[config.mk]
export PLATFORM = sky130hd
export DESIGN_NAME = serial_cmp_sched
export DESIGN_NICKNAME = d
export VERILOG_FILES = /design/src/rtl/serial_cmp_sched.sv
export SDC_FILE = /design/constraint.sdc
export NUM_CORES = 1
export LEC_CHECK = 0
export ABC_AREA = 1
export ABC_CLOCK_PERIOD_IN_PS = 1600
export CORE_MARGIN = 2
export CORE_UTILIZATION = 44
export DETAILED_ROUTE_END_ITERATION = 7
export PLACE_DENSITY = 0.76
export SYNTH_ARGS = -nofsm -noshare
export SYNTH_HDL_FRONTEND = slang
export SYNTH_SLANG_ARGS = --single-unit
[constraint.sdc]
create_clock -name clk -period 1.6 [get_ports clk]
set_input_delay 0.24 -clock clk [delete_from_list [all_inputs] [get_ports clk]]
set_output_delay 0.24 -clock clk [all_outputs]
set_load 0.03 [all_outputs]
[src/rtl/serial_cmp_sched.sv]
// rtl/serial_cmp_sched.sv - two-requester round-robin serial MSB-first magnitude comparator
// A single 1-bit comparator is shared by both requesters; the scan stops at the first differing bit.
module serial_cmp_sched #(
  parameter int WIDTH = 8
) (
  input  logic             clk,
  input  logic             rst_n,
  input  logic             req0_valid,
  input  logic [WIDTH-1:0] req0_a,
  input  logic [WIDTH-1:0] req0_b,
  output logic             req0_ready,
  input  logic             req1_valid,
  input  logic [WIDTH-1:0] req1_a,
  input  logic [WIDTH-1:0] req1_b,
  output logic             req1_ready,
  output logic             res_valid,
  output logic             res_id,
  output logic             res_gt,
  output logic             res_lt,
  output logic             res_eq
);

  localparam int IW = $clog2(WIDTH);
  localparam logic [IW-1:0] IDX_TOP = IW'(WIDTH - 1);

  typedef enum logic [1:0] {IDLE, RUN, DONE} state_t;

  state_t           state_q, state_d;
  logic [WIDTH-1:0] a_q, a_d, b_q, b_d;
  logic [IW-1:0]    idx_q, idx_d;
  logic             id_q, id_d;
  logic             last_q, last_d;
  logic             res_valid_q, res_valid_d;
  logic             res_id_q, res_id_d;
  logic             res_gt_q, res_gt_d;
  logic             res_lt_q, res_lt_d;
  logic             res_eq_q, res_eq_d;
  logic             grant;
  logic             bit_a, bit_b;
  logic             bit_gt, bit_lt, bit_eq;

  // The one shared bit comparator
  assign bit_a  = a_q[idx_q];
  assign bit_b  = b_q[idx_q];
  assign bit_gt = bit_a & ~bit_b;
  assign bit_lt = ~bit_a & bit_b;
  assign bit_eq = ~(bit_a ^ bit_b);

  always_ff @(posedge clk or negedge rst_n) begin
    if (!rst_n) begin
      state_q     <= IDLE;
      a_q         <= '0;
      b_q         <= '0;
      idx_q       <= IDX_TOP;
      id_q        <= 1'b0;
      last_q      <= 1'b1;
      res_valid_q <= 1'b0;
      res_id_q    <= 1'b0;
      res_gt_q    <= 1'b0;
      res_lt_q    <= 1'b0;
      res_eq_q    <= 1'b0;
    end else begin
      state_q     <= state_d;
      a_q         <= a_d;
      b_q         <= b_d;
      idx_q       <= idx_d;
      id_q        <= id_d;
      last_q      <= last_d;
      res_valid_q <= res_valid_d;
      res_id_q    <= res_id_d;
      res_gt_q    <= res_gt_d;
      res_lt_q    <= res_lt_d;
      res_eq_q    <= res_eq_d;
    end
  end

  always_comb begin
    state_d     = state_q;
    a_d         = a_q;
    b_d         = b_q;
    idx_d       = idx_q;
    id_d        = id_q;
    last_d      = last_q;
    res_valid_d = 1'b0;
    res_id_d    = res_id_q;
    res_gt_d    = res_gt_q;
    res_lt_d    = res_lt_q;
    res_eq_d    = res_eq_q;
    req0_ready  = 1'b0;
    req1_ready  = 1'b0;
    grant       = 1'b0;
    case (state_q)
      IDLE: begin
        if (req0_valid || req1_valid) begin
          // On a tie the requester not served last wins
          grant      = (req0_valid && req1_valid) ? ~last_q : req1_valid;
          req0_ready = rst_n & ~grant;
          req1_ready = rst_n & grant;
          a_d        = grant ? req1_a : req0_a;
          b_d        = grant ? req1_b : req0_b;
          id_d       = grant;
          last_d     = grant;
          idx_d      = IDX_TOP;
          state_d    = RUN;
        end
      end
      RUN: begin
        if (!bit_eq || (idx_q == '0)) begin
          res_valid_d = 1'b1;
          res_id_d    = id_q;
          res_gt_d    = bit_gt;
          res_lt_d    = bit_lt;
          res_eq_d    = bit_eq;
          state_d     = DONE;
        end else begin
          idx_d = idx_q - IW'(1);
        end
      end
      DONE: state_d = IDLE;
      default: state_d = IDLE;
    endcase
  end

  assign res_valid = res_valid_q;
  assign res_id    = res_id_q;
  assign res_gt    = res_gt_q;
  assign res_lt    = res_lt_q;
  assign res_eq    = res_eq_q;

endmodule

# ---- Word level (Yosys, flattened, before mapping)
# Cells that the tools add are included.
dict set report classes {
  addsub 1
  order_cmp 1
  n_eq_ne 4
  mux 19
  bitwise 10
  n_reduce_logical 10
}
# cell count
set ops {}
lappend ops {{$mux W8} 2}
lappend ops {{$mux W1} 9}
lappend ops {{$bmux W1 S3} 2}
lappend ops {{$mux W3} 2}
lappend ops {{$ne A2 B2 Y1 const B} 3}
lappend ops {{$pmux W3 S2} 1}
lappend ops {{$reduce_and A2 Y1} 3}
lappend ops {{$not A1 Y1} 5}
lappend ops {{$and A1 B1 Y1} 4}
lappend ops {{$lt A3 B4 Y1 const B} 1}
lappend ops {{$mux W2} 2}
lappend ops {{$pmux W2 S2} 1}
lappend ops {{$logic_not A3 Y1} 1}
lappend ops {{$reduce_and A3 Y1} 1}
lappend ops {{$sub A3 B1 Y3 const B} 1}
lappend ops {{$eq A2 B1 Y1 const B} 1}
lappend ops {{$logic_not A2 Y1} 1}
lappend ops {{$logic_or A1 B1 Y1} 2}
lappend ops {{$reduce_bool A2 Y1} 1}
lappend ops {{$logic_and A1 B1 Y1} 1}
lappend ops {{$xor A1 B1 Y1} 1}
dict set report word_totals {
  regBits 28
  input_bits 36
  out_inout_bits 7
  elab_cells 56
}

# ---- Depth between registers and ports, before layout
dict set report depth {
  depth_word 6
  ltp_mapped 12
  mapped_depth_nobuf 12
}

# ---- Worst setup path after synthesis
# OpenSTA, ideal clock, no wires.
dict set report synth_path {
  path_kind {register to register}
  start {register idx_q[0]}
  end {register res_eq_q (netlist: res_eq)}
  setup_time_ps 117
  arrival_ps 1609
  required_time_ps 1483
  slack_ps -126
  path_stages_with_launch 12
  path_buffers 0
  synth_period_minus_slack_ps 1726
  path_cell_list {dfstp_2 > clkinv_1 > nand2_1 > nand3_1 > nand3_1 > nand2_1 > ha_1 > nand2_1 > nand2_2 > inv_1 > nand2_1 > nand2_1}
}
dict set report synth_via {
  word_cells_on_any_way 9
  classes_between {mux: 4; bitwise: 2; reduce/logical: 3}
}
# item line_no
set synth_lines {}
lappend synth_lines {{from (decl)} 30} ;# logic [IW-1:0] idx_q, idx_d;
lappend synth_lines {{from (signal assigned)} 66} ;# idx_q <= idx_d;
lappend synth_lines {{$bmux W1 S3, on equally long branches} {43, 44}}
lappend synth_lines {{$mux W1, on equally long branches} {43, 44}}
lappend synth_lines {{$xor A1 B1 Y1 (*)} 47} ;# assign bit_eq = ~(bit_a ^ bit_b);
lappend synth_lines {{$not A1 Y1 (*)} 47}
lappend synth_lines {{named net bit_eq} 40} ;# logic bit_gt, bit_lt, bit_eq;
lappend synth_lines {{to (signal assigned)} 73} ;# res_eq_q <= res_eq_d;
lappend synth_lines {{to (decl)} 37} ;# logic res_eq_q, res_eq_d;
# Mark *: on every way through the listed nets, which the timed path passes. The rest lies on a longest branch. The select of a mux whose other input is x is not followed.
# A chain may end at the register's enable or synchronous reset.

# ---- Worst setup path in the final report
# Same ends and word-level chain as after synthesis.

==> results.json <==
{
  "ir_drop_v": 0.00102,
  "cap_violations": 0,
  "final_common_cell": "nand2_1",
  "worst_slew_pin_slew_ps": 339,
  "port_buffers": 42,
  "cts_tree": "yes",
  "row_count": 22,
  "cp-end-kind": "flip-flop",
  "period_share_pct": 114,
  "clock_path_buffers": 2,
  "place_hpwl_mm": 2.67,
  "grt_pass1_wl_mm": 6.41,
  "syn2layout_area_growth_pct": 44.3,
  "avgViaCountPerCell": 4.52,
  "fmax_mhz": 549,
  "crit_required_ps": 1770,
  "wl_mm": 3.69,
  "cts_sinks": 28,
  "yosysUniqueCellTypes": 23,
  "place_congestion": 0.862,
  "nFillCells": 314,
  "synth.ff_latch_count": 28,
  "htreeDepth": 1,
  "grt_max_degree": 29,
  "leakage_uw": 0.00132,
  "outcome": "finished, violations left",
  "hold_violations": 0,
  "clockRootBuffer": "clkbuf_8",
  "dieArea_mm2": 0.00432,
  "slew_headroom_pct": 77.4,
  "syn_nets": 281,
  "die_y_um": 65.7,
  "antenna_found_initial": 0,
  "finClkSkew_ps": 3.89,
  "finalSetupViolCount": 10,
  "grt_overflow": 0,
  "r2r_start": "idx_q[0]$_DFFE_PN1P_",
  "diodes": 0,
  "ant_nets": 0,
  "holdWs_ps": 394,
  "layout_min_cycle_time_ps": 1820,
  "pin_count": 43,
  "initial_core_util_pct": 45.8,
  "critPathMaxFanout": 7,
  "insertion_delay_ps": 270,
  "rsz0062_at_grt": "yes",
  "critPathArrivalTime_ps": 1990,
  "wl_per_cell_um": 10.7,
  "drc_errors": 0,
  "yosysSeqAreaShare_pct": 42.1,
  "grt_pass1_vias": 1607,
  "hold_path_class": "input port to asynchronous set/reset pin",
  "syn_area_mm2": 0.00168,
  "clkTransAtPathRegs_ps": 90,
  "fin_ws_ps": -220,
  "num_vias": 1563,
  "layout_common_cells": "nand2_1 (131), clkdlybuf4s50_1 (39), dfrtp_1 (24)",
  "syn_avg_cell_area_um2": 6.96,
  "total_power_uw": 4820,
  "critPathLaunchType": "flip-flop",
  "numCtsBuffers": 3,
  "violations": "setup timing",
  "pwr_density_cell_mw_per_mm2": 1990,
  "drive_gt1_share_pct": 21.8,
  "grt_use_total_pct": 19.1,
  "nNetsFinal": 339,
  "synth_warnings": 0,
  "drv_slew": 0,
  "startpoint": "idx_q[0]$_DFFE_PN1P_",
  "dp_slack_ps": -177,
  "core-area_mm2": 0.00366,
  "drt_iter0_drc": 46,
  "final_util_pct": 66.1,
  "die_x_um": 65.7,
  "dr.pass1.iters": 4,
  "syn_inst": 241,
  "worstSetupPathType": "flip-flop to flip-flop"
}
## worst paths after layout
path | endpoint | slack (ps) | depth (start not counted)
worst max-delay path | res_eq$_DFFE_PN0P_ | -220 | 11
worst min-delay path | a_q[1]$_DFFE_PN0P_ | 390 | 2
worst max register to register | res_eq$_DFFE_PN0P_ | -220 | 11
worst min register to register | last_q$_DFFE_PN1P_ | 480 | 2
max in group asynchronous | idx_q[1]$_DFFE_PN1P_ | 910 | 2
min in group clk | last_q$_DFFE_PN1P_ | 480 | 2
## synth_stat cells
cell / count / share of area (%)
buf_2: 2 / 0.60
inv_1: 22 / 4.9
buf_12: 1 / 1.2
buf_4: 1 / 0.45
nand2_4: 1 / 0.67
xnor2_1: 1 / 0.52
inv_2: 1 / 0.22
ha_1: 4 / 3.0
clkinv_1: 1 / 0.22
nor2_4: 1 / 0.67
inv_4: 1 / 0.37
o21ai_4: 1 / 0.97
nor2_1: 1 / 0.22
inv_6: 1 / 0.52
nor2_2: 1 / 0.37
nand3_1: 16 / 4.8
dfstp_2: 4 / 6.3
dfrtp_1: 24 / 36
nand2_1: 143 / 32
nand2_2: 8 / 3.0
o21ai_0: 2 / 0.60
nor3_2: 1 / 0.60
buf_6: 3 / 2.0
## repair_timing
action                     4_1_cts  5_1_grt
hold buffers                     0        0
setup endpoints to repair       10       13
buffers inserted                 3        0
pin swaps                       10       11
cloned                           1        0
gates resized for setup         17        9
## routing by layer
layer / part of all wire, % / up-vias / track usage, %
li1: - / 832 / -
met1: 42 / 681 / 21.0
met2: 53 / 42 / 36.9
met3: 3.4 / 8 / 1.71
met4: 2.3 / 0 / 8.07
met5: 0 / - / 0
## state kept, by name, indices dropped and copies added (netlist names), 2 cells and up
| name | flops |
|---|---|
| a_q | 8 |
| b_q | 8 |
| idx_q | 3 |
| state_q | 2 |
## power by group
part / total (µW) / internal (µW) / switching, µW
sequential: 1310 / 1090 / 221
combinational: 3080 / 1330 / 1750
clock: 432 / 220 / 211
## final cells by class
type	instances	area, µm²	area share, %
inverters	26	113	4.66
flip-flops and latches	28	706	29.2
repair inverters	1	5.00	0.207
well taps	48	60.1	2.48
multi-input cells	180	890	36.8
repair buffers	59	591	24.4
clock buffers	4	55.1	2.28
## critical path: stages, from the launching register on
cell and delay, ps:
dfstp_2 640, clkinv_4 90, nand2_1 60, nand3_1 100, nand3_1 120, nand2_2 80, ha_4 310, nand2_4 60
nand2_4 100, inv_4 50, nand2_2 50, nand2_1 60
## logic make-up after synthesis
kind of cell    after synthesis  share of synthesized area, %
simple gates                172                          42.3
fa+ha+maj                     4                          2.99
xor+xnor                      1                         0.522
compound gates                3                          1.57
flops                        28                          42.1
buf+inv                      33                          10.5
## stage by stage
| step | instances | area [µm²] | setup TNS, ps |
|---|---|---|---|
| finish | 346 | 2420 | -1560 |
| global route | 346 | 2420 | -2380 |
| CTS | 346 | 2390 | -1110 |
| detailed placement | 338 | 2240 | -1250 |
| global placement | 338 | 2240 | -799 |
| floorplan | 241 | 1700 | -52.9 |
No activity file was read; power rests on OpenSTA's default activity.
